File: src/rtl/alert_pkg.sv
// alert_pkg: shared types for the alert scheduler.
// Holds the sequencer state encoding and the index-width helper.
package alert_pkg;

    typedef enum logic [1:0] {
        IDLE = 2'd0,
        TONE = 2'd1,
        GAP  = 2'd2
    } state_t;

    // Width of an index able to address n items; never narrower than 1 bit.
    function automatic int src_w(input int n);
        return (n > 1) ? $clog2(n) : 1;
    endfunction

endpackage

File: src/rtl/alert_scheduler_tone_gen.sv
// tone_gen: square-wave generator for the alert buzzer.
// The output toggles every half_period enabled cycles; restart forces
// phase 0 (counter cleared, output low) so each beep starts identically.
module tone_gen #(
    parameter int DIV_W = 20
) (
    input  logic             clk,
    input  logic             rst_n,
    input  logic             en,
    input  logic             restart,
    input  logic [DIV_W-1:0] half_period,
    output logic             tone
);

    logic [DIV_W-1:0] cnt;

    // Half-period counter and toggle flop; restart has priority over counting.
    always_ff @(posedge clk or negedge rst_n) begin
        if (!rst_n) begin
            cnt  <= '0;
            tone <= 1'b0;
        end else if (restart) begin
            cnt  <= '0;
            tone <= 1'b0;
        end else if (en) begin
            if (cnt >= half_period - DIV_W'(1)) begin
                cnt  <= '0;
                tone <= ~tone;
            end else begin
                cnt <= cnt + DIV_W'(1);
            end
        end
    end

endmodule

File: src/rtl/alert_scheduler.sv
// alert_scheduler: shares the single buzzer/alarm output between N_SRC
// latched alert requesters. Index 0 has the highest priority; each grant
// plays NBEEP beeps with a source-specific tone pitch.
// Optional feature macro: ALERT_PREEMPT_EN -- a lower-index pending request
// aborts the burst in progress; the aborted source is re-queued.
module alert_scheduler
    import alert_pkg::*;
#(
    parameter int N_SRC    = 4,
    parameter int DIV_W    = 20,
    parameter int BASE_DIV = 2500,
    parameter int TONE_CYC = 50000,
    parameter int GAP_CYC  = 25000,
    parameter int NBEEP    = 3
) (
    input  logic                       clk,
    input  logic                       rst_n,
    input  logic [N_SRC-1:0]           req,
    input  logic [N_SRC-1:0]           clr,
    input  logic                       mute,
    output logic                       alarm,
    output logic                       buzzer,
    output logic [src_w(N_SRC)-1:0]    active_src,
    output logic                       done,
    output logic [N_SRC-1:0]           pending
);

    localparam int SRC_W   = src_w(N_SRC);
    localparam int CYC_MAX = (TONE_CYC > GAP_CYC) ? TONE_CYC : GAP_CYC;
    localparam int CYC_W   = $clog2(CYC_MAX + 1);
    localparam int BEEP_W  = src_w(NBEEP);

    localparam logic [CYC_W-1:0]  TONE_LAST = CYC_W'(TONE_CYC - 1);
    localparam logic [CYC_W-1:0]  GAP_LAST  = CYC_W'(GAP_CYC - 1);
    localparam logic [BEEP_W-1:0] BEEP_LAST = BEEP_W'(NBEEP - 1);

    state_t             state, state_nxt;
    logic [SRC_W-1:0]   src_nxt;
    logic [SRC_W-1:0]   sel;
    logic               sel_vld;
    logic [N_SRC-1:0]   cand;
    logic [N_SRC-1:0]   pend_nxt;
    logic [CYC_W-1:0]   cyc_cnt, cyc_nxt;
    logic [BEEP_W-1:0]  beep_cnt, beep_nxt;
    logic               done_nxt;
    logic               tone_restart;
    logic               tone;
    logic               preempt;
    logic               abort;
    logic [DIV_W-1:0]   half_period;

    // Lowest-set-bit priority encoder over requests not being cancelled this cycle.
    always_comb begin
        cand    = pending & ~clr;
        sel_vld = |cand;
        sel     = '0;
        for (int i = N_SRC - 1; i >= 0; i--) begin
            if (cand[i]) sel = SRC_W'(i);
        end
    end

`ifdef ALERT_PREEMPT_EN
    // Any waiting request with a smaller index than the one being served wins the buzzer.
    always_comb begin
        preempt = 1'b0;
        for (int i = 0; i < N_SRC; i++) begin
            if (cand[i] && (SRC_W'(i) < active_src)) preempt = 1'b1;
        end
    end
`else
    assign preempt = 1'b0;
`endif

    assign abort = clr[active_src] | preempt;

    // Next-state, counters and pending bookkeeping; a burst abort overrides normal sequencing.
    always_comb begin
        state_nxt    = state;
        src_nxt      = active_src;
        cyc_nxt      = cyc_cnt;
        beep_nxt     = beep_cnt;
        done_nxt     = 1'b0;
        tone_restart = 1'b0;
        pend_nxt     = pending;

        if ((state != IDLE) && abort) begin
            state_nxt = IDLE;
            src_nxt   = '0;
            cyc_nxt   = '0;
            beep_nxt  = '0;
            if (preempt) pend_nxt[active_src] = 1'b1;
        end else begin
            case (state)
                IDLE: begin
                    if (sel_vld) begin
                        state_nxt     = TONE;
                        src_nxt       = sel;
                        cyc_nxt       = '0;
                        beep_nxt      = '0;
                        tone_restart  = 1'b1;
                        pend_nxt[sel] = 1'b0;
                    end
                end
                TONE: begin
                    if (cyc_cnt == TONE_LAST) begin
                        cyc_nxt = '0;
                        if (beep_cnt == BEEP_LAST) begin
                            state_nxt = IDLE;
                            src_nxt   = '0;
                            beep_nxt  = '0;
                            done_nxt  = 1'b1;
                        end else begin
                            state_nxt = GAP;
                            beep_nxt  = beep_cnt + BEEP_W'(1);
                        end
                    end else begin
                        cyc_nxt = cyc_cnt + CYC_W'(1);
                    end
                end
                GAP: begin
                    if (cyc_cnt == GAP_LAST) begin
                        state_nxt    = TONE;
                        cyc_nxt      = '0;
                        tone_restart = 1'b1;
                    end else begin
                        cyc_nxt = cyc_cnt + CYC_W'(1);
                    end
                end
                default: state_nxt = IDLE;
            endcase
        end

        // New requests latch on top of any grant/re-queue; cancel always wins.
        pend_nxt = (pend_nxt | req) & ~clr;
    end

    // State, counters, pending latch and the done pulse register.
    always_ff @(posedge clk or negedge rst_n) begin
        if (!rst_n) begin
            state      <= IDLE;
            active_src <= '0;
            cyc_cnt    <= '0;
            beep_cnt   <= '0;
            pending    <= '0;
            done       <= 1'b0;
        end else begin
            state      <= state_nxt;
            active_src <= src_nxt;
            cyc_cnt    <= cyc_nxt;
            beep_cnt   <= beep_nxt;
            pending    <= pend_nxt;
            done       <= done_nxt;
        end
    end

    // Pitch drops with priority: half period scales with (source index + 1).
    assign half_period = DIV_W'(BASE_DIV * (int'(active_src) + 1));

    tone_gen #(
        .DIV_W (DIV_W)
    ) u_tone_gen (
        .clk         (clk),
        .rst_n       (rst_n),
        .en          (state == TONE),
        .restart     (tone_restart),
        .half_period (half_period),
        .tone        (tone)
    );

    assign alarm  = (state != IDLE);
    assign buzzer = tone & (state == TONE) & ~mute;

endmodule
File: config.mk
export PLATFORM = sky130hd
export DESIGN_NAME = alert_scheduler
export DESIGN_NICKNAME = d
export VERILOG_FILES = /design/src/rtl/alert_pkg.sv /design/src/rtl/alert_scheduler_tone_gen.sv /design/src/rtl/alert_scheduler.sv
export SDC_FILE = /design/constraint.sdc
export NUM_CORES = 1
export LEC_CHECK = 0
export CAP_MARGIN = 15
export CORE_MARGIN = 2
export CORE_UTILIZATION = 64
export CTS_CLUSTER_SIZE = 12
export DETAILED_ROUTE_END_ITERATION = 10
export DONT_BUFFER_PORTS = 1
export HOLD_SLACK_MARGIN = 0.15
export PLACE_DENSITY = 0.79
export SLEW_MARGIN = 20
export SYNTH_ARGS = -nofsm -noshare
export SYNTH_HDL_FRONTEND = slang
export SYNTH_SLANG_ARGS = --single-unit
export TNS_END_PERCENT = 30
File: constraint.sdc
create_clock -name clk -period 4 [get_ports clk]
set_input_delay 0.6 -clock clk [delete_from_list [all_inputs] [get_ports clk]]
set_output_delay 0.6 -clock clk [all_outputs]
set_load 0.01 [all_outputs]
==> results of run 1 <==
## sequential cells by signal (all words and copies together) (netlist names)
register,count
u_tone_gen.tone,1
beep_cnt,2
active_src,2
u_tone_gen.cnt,20
done,1
pending,4
cyc_cnt,16
state,2
## synth_stat cells (all sizes together) (5+ instances only)
cell	instances
mux2	6
inv	15
nor4	9
and3	6
nand2b	5
clkbuf	6
nor2	44
xnor2	9
nand3	39
nor2b	5
o21ai	19
nand2	46
a31oi	16
ha	31
nor3	10
nand4	11
a21oi	21
dfrtp	48
buf	8
## worst max path at each step
| stage | startpoint | end | slack, ns | cells past startpoint |
|---|---|---|---|---|
| finish | active_src[0] | u_tone_gen.cnt[10] | 0.33 | 17 |
| global route | active_src[0] | u_tone_gen.cnt[10] | 0.03 | 17 |
| CTS | active_src[0] | u_tone_gen.cnt[10] | 0.16 | 17 |
| detailed placement | active_src[0] | u_tone_gen.cnt[10] | 0.20 | 17 |
| global placement | active_src[0] | u_tone_gen.cnt[10] | 0.42 | 17 |
| floorplan | active_src[0] | u_tone_gen.cnt[18] | 0.30 | 17 |
## cell usage in the layout (no fill, tap or decap), drive strengths merged, types with 3 or more instances in the layout
| cell type | Yosys | layout |
|---|---|---|
| nor3 | 10 | 10 |
| conb | 1 | 6 |
| a22o | 3 | 3 |
| a22oi | 3 | 3 |
| clkbuf | 6 | 6 |
| dfrtp | 48 | 48 |
| a31oi | 16 | 16 |
| a21oi | 21 | 21 |
| ha | 31 | 31 |
| or2 | 3 | 3 |
| nand2 | 46 | 46 |
| nor2 | 44 | 44 |
| nand3 | 39 | 39 |
| nand3b | 3 | 3 |
| and3 | 6 | 6 |
| o21ai | 19 | 19 |
| nor2b | 5 | 5 |
| nand2b | 5 | 5 |
| mux2 | 6 | 6 |
| nand4 | 11 | 11 |
| xnor2 | 9 | 9 |
| inv | 15 | 15 |
| and2 | 3 | 3 |
| nand4b | 3 | 3 |
| buf | 8 | 9 |
| nor4 | 9 | 9 |
## routing by layer
metal / routed length (µm) / part of all wire (%)
met1: 3390 / 45
met3: 281 / 3.7
met4: 147 / 1.9
met2: 3740 / 49
met5: 0 / 0
## critical path: cells and delay by family (launching register included)
family	cells	cell delay [ns]
AO/OA/AOI/OAI	8	1.39
adder cells (fa/ha/maj)	3	0.77
buffers and inverters	4	0.41
flip-flops	1	0.39
AND/OR/NAND/NOR	2	0.63
## cells by family after synthesis
kind of cell / Yosys count / share of synthesized area, %
other cells: 1 / 0.108
flops: 48 / 34.7
simple gates: 198 / 28.8
buf+inv: 30 / 4.30
mux: 9 / 3.54
compound gates: 78 / 14.5
xor+xnor: 11 / 2.79
fa+ha+maj: 31 / 11.2
## repair_timing
action | 4_1_cts | 5_1_grt
gates resized for setup | 0 | 5
hold endpoints to repair | 48 | 0
hold buffers | 2 | 0
endpoints found under the setup margin | 0 | 14
## cell type report
type / count / area share (%)
inverter: 16 / 1.62
sequential: 48 / 32.4
clock buffer: 6 / 1.96
timing repair buffer: 10 / 2.97
multi-input combinational: 333 / 57.7
tap: 70 / 2.36
clock inverter: 2 / 0.946
## power breakdown
group          total [W]  internal [W]  switching, W  leakage (nW)
Clock           0.000352      0.000186      0.000166        0.0552
Combinational   0.000730      0.000268      0.000463         0.905
Sequential      0.000593      0.000537     0.0000559         0.654
Total            0.00167      0.000990      0.000684          1.61
## through the flow
stage	hold slack [ns]	instance area [µm²]	setup WS, ns	util, %
after CTS	0.332	3690	0.158	71.3
final	0.344	3700	0.330	71.6
after global routing	0.328	3700	0.0293	71.6
after floorplan	0.304	3480	0.300	-
after detailed placement	0.305	3540	0.203	68.5
after global placement	0.305	3540	0.421	68.5
==> metrics.yaml, run 1 <==
routed_wl_um: 7560
port_buffers: 0
synth.area.top_cells: "dfrtp_1 35%, ha_1 11%, nand3_1 5.6%"
async_flop_share_pct: 100
crit_slowest_cell: "or4_4"
status: "complete, no violations"
path_clk_slew_ns: 0.09
grt_use_total_pct: 27.1
fin_tns_setup_ns: 0
netlist.area_leader.share_pct: 34.7
firstDrtPassIters: 4
worstPathArrival_ns: 3.91
num_vias: 3026
route.detailed.drc: 0
use_met2_pct: 45.0
antenna_found_initial: 0
netlist_instances: 406
yosys_warnings: 0
hold_viol: 0
seqCellArea_mm2: 0.00120
reg2reg_from: "active_src[0]"
use_met1_pct: 35.0
rows: 26
yosysSeqAreaShare_pct: 34.7
required_ns: 4.24
ios: 20
avgSynthCellArea_um2: 8.52
drtIter0Drc: 395
gp_congestion: 0.849
cts_htree_levels: 2
min_to: "pending[0]"
place_inst: 475
maxCapViolations: 0
wl_per_cell_um: 15.6
setup_viol: 0
dp_hpwl_um: 5290
period_minus_slack_ns: 3.67
die-area_mm2: 0.00601
synth-edff-count: 0
ant_nets: 0
ys_types: 56
ctsLongestPathBuffers: 2
reg2reg_slack_ns: 0.33
vias_per_cell: 6.24
slew_headroom_pct: 39.5
path_max_fanout: 23
die_h_um: 77.5
cts_tree: "built"
vdd_drop_max_mv: 0.394
fp.coreArea_mm2: 0.00517
areaGrowthSynthToFinish_pct: 7.05
power_leakage_nw: 1.61
r2r-end: "u_tone_gen.cnt[10]"
power_density_mw_per_mm2: 452
grtUsageMet3_pct: 4.30
post_cts_buffers: 0
grt_max_degree: 49
fin_skew_ns: 0.0160
antenna_cells: 0
clockRootBuffer: "clkbuf_8"
critPathKind: "flop to flop"
grt_pass1_wl_um: 13300
ys_ff_latch: 48
p_total_w: 0.00167
max_freq_mhz: 272
drv_slew: 0
fp.dieW_um: 77.5
critPathLaunchType: "flop"
path_cells: "inv_1 > ha_1 > inv_1 > ha_1 > inv_1 > o21ai_1 > o21ai_0 > o21ai_0 > a221o_1 > ha_1 > nand2_1 > o21ai_0 > or4_4 > a21oi_4 > buf_12 > o311ai_0 > a31oi_1"
rsz0062_at_grt: "no"
multi_input_area_mm2: 0.00214
clk_latency_ns: 0.31
fillers: 403
clkSinkCount: 48
hold_path.class: "input port to flop"
hp-start: "clr[0]"
start_util_pct: 66.9
drive_gt1_share_pct: 8.67
synthesis.area_mm2: 0.00346
grt_pass1_vias: 3019
fin_cells: 485
worst_pin_slew_ns: 0.900
fin_crit_sh_pct: 91.8
nets: 456
grt_overflow: 0
top_usage_layer: "met2"
rr_worst_depth: 17
critPathMaxStageDelay_ns: 0.56
synthFlopType: "dfrtp_1"
hold_path_depth: 1
crit_path_end_kind: "flop"
yosysTopAreaCell: "dfrtp_1"
numCtsBuffers: 5
No activity file was read; power rests on OpenSTA's default activity.
==> inputs of run 2 (changes only) <==
Settings changed: RECOVER_POWER from default to 100.
==> run 2 against run 1 <==
The flow now finishes with violations (max-capacitance violations, max-slew violations). Register-to-register slack hardly changed. Worst hold slack lost 0.0047 ns. Worst setup slack worse by 0.011 ns. Largest cell class unchanged.
==> metrics.yaml, run 2 (synthesis results as in run 1) <==
path_clk_slew_ns: 0.10  # about the same
seqCellArea_mm2: 0.00120  # unchanged
vdd_drop_max_mv: 0.391  # -0.68%
antenna_found_initial: 0  # unchanged
clk_latency_ns: 0.31  # about the same
firstDrtPassIters: 4  # unchanged
setup_ws_ns: 0.319  # -0.0111 ns
path_cells: "inv_1 > ha_1 > inv_1 > ha_1 > inv_1 > o21ai_1 > o21ai_0 > o21ai_0 > a221o_1 > ha_1 > nand2_1 > o21ai_0 > or4_4 > a21oi_4 > buf_12 > o311ai_0 > a31oi_1"
final_common_cell: "dfrtp_1"
ctsLongestPathBuffers: 2  # unchanged
path_max_fanout: 23  # unchanged
period_minus_slack_ns: 3.68  # +0.0111 ns
worst_pin_slew_ns: 2.55  # +1.65 ns
wl_per_cell_um: 15.6  # -0.12%
cts_htree_levels: 2  # unchanged
fin_crit_sh_pct: 92.0  # +0.28 points
drtIter0Drc: 342  # -13%
mostFrequentLayoutCells: "48 x dfrtp_1, 46 x nand2_1, 44 x nor2_1, 39 x nand3_1, 31 x ha_1"
dp_hpwl_um: 5290  # unchanged
fp.dieW_um: 77.5  # unchanged
grtUsageMet3_pct: 4.30  # unchanged
die_h_um: 77.5  # unchanged
ios: 20  # unchanged
power_leakage_nw: 1.60  # -0.88%
status: "complete, but fails checks"
crit_path_end_kind: "flop"
top_usage_layer: "met2"
num_vias: 3033  # +0.23%
required_ns: 4.24  # about the same
nets: 456  # unchanged
areaGrowthSynthToFinish_pct: 5.50
grt_use_total_pct: 27.1  # unchanged
rows: 26  # unchanged
drv_slew: 49  # +49
port_buffers: 0  # unchanged
ant_nets: 0  # unchanged
clkSinkCount: 48  # unchanged
regMostFlops: "u_tone_gen.cnt"
crit_slowest_cell: "or4_4"
violations: "max-capacitance violations, max-slew violations"
worstPathArrival_ns: 3.92  # about the same
antenna_cells: 0  # unchanged
clockRootBuffer: "clkbuf_8"
routed_wl_um: 7550  # -0.12%
fin_skew_ns: 0.0192  # +0.00321 ns
grt_max_degree: 49  # unchanged
largest_reg_flops: 20  # unchanged
maxCapViolations: 1  # +1
cts_tree: "built"
use_met1_pct: 35.0  # unchanged
power_density_mw_per_mm2: 447  # -1.2%
critPathKind: "flop to flop"
use_met2_pct: 45.0  # unchanged
critPathLaunchType: "flop"
fin_tns_setup_ns: 0  # unchanged
die-area_mm2: 0.00601  # unchanged
fp.coreArea_mm2: 0.00517  # unchanged
setup_viol: 0  # unchanged
critPathMaxStageDelay_ns: 0.56  # about the same
fillers: 410  # +1.7%
post-route-util_pct: 70.6  # -1.0 points
grt_overflow: 0  # unchanged
critPathBufInv: 4  # unchanged
rsz0062_at_grt: "no"
start_util_pct: 66.9  # unchanged
slew_headroom_pct: -70.2  # -110 points
hold_path.class: "input port to flop"
grt_pass1_vias: 3019  # unchanged
multi_input_area_mm2: 0.00211  # -1.4%
grt_pass1_wl_um: 13300  # unchanged
route.detailed.drc: 0  # unchanged
place_ws_ns: 0.203  # unchanged
top_regs: "u_tone_gen.cnt x20, cyc_cnt x16, pending x4"
hold_viol: 0  # unchanged
numCtsBuffers: 5  # unchanged
drive_gt1_share_pct: 6.99  # -1.7 points
vias_per_cell: 6.25  # +0.23%
max_freq_mhz: 272  # -0.30%
critPathTopFamily: "compound AO/OA/AOI/OAI gates"
gp_congestion: 0.849  # unchanged
==> run 2: per-stage QoR <==
step	hold WS, ns	instance area (µm²)	cells	power [W]
floorplan	0.304	3480	411	0.00118
global placement	0.305	3540	475	0.00129
detailed placement	0.305	3540	475	0.00131
CTS	0.332	3690	485	0.00168
global route	0.328	3650	485	0.00175
finish	0.340	3650	485	0.00163
==> run 2: path summary, 6_finish.rpt <==
kind / slack (ns) / from / depth (start not counted) / end
max in group asynchronous: 0.91 / rst_n / 2 / done
min in group asynchronous: 1.64 / rst_n / 2 / pending[3]
hold reg to reg: 0.53 / cyc_cnt[1] / 2 / cyc_cnt[1]
hold / removal: 0.34 / clr[0] / 1 / pending[0]
setup / recovery: 0.32 / active_src[0] / 17 / u_tone_gen.cnt[10]
setup reg to reg: 0.32 / active_src[0] / 17 / u_tone_gen.cnt[10]
==> run 2: area by class of cell <==
class | count | area share [%]
Clock buffer | 6 | 1.99
Clock inverter | 2 | 0.960
Inverter | 16 | 1.65
Multi-Input combinational cell | 333 | 57.7
Sequential cell | 48 | 32.9
Tap cell | 70 | 2.40
Timing Repair Buffer | 10 | 2.37
==> run 2: layer usage <==
layer | routed length [µm] | vias up
met3 | 268 | 13
met1 | 3400 | 1461
met4 | 118 | 0
met2 | 3770 | 72
li1 | - | 1487
met5 | 0 | -
==> run 2: timing repair <==
item / in CTS / in global routing
hold endpoints to repair: 48 / 0
hold buffers: 2 / 0
endpoints found under the setup margin: 0 / 14
gates resized for setup: 0 / 5
setup buffers: 0 / 0
==> run 2: power breakdown <==
part           leakage [nW]  switching [W]  internal, W
sequential            0.654      0.0000564     0.000537
combinational         0.891       0.000448     0.000238
clock                0.0552       0.000166     0.000186
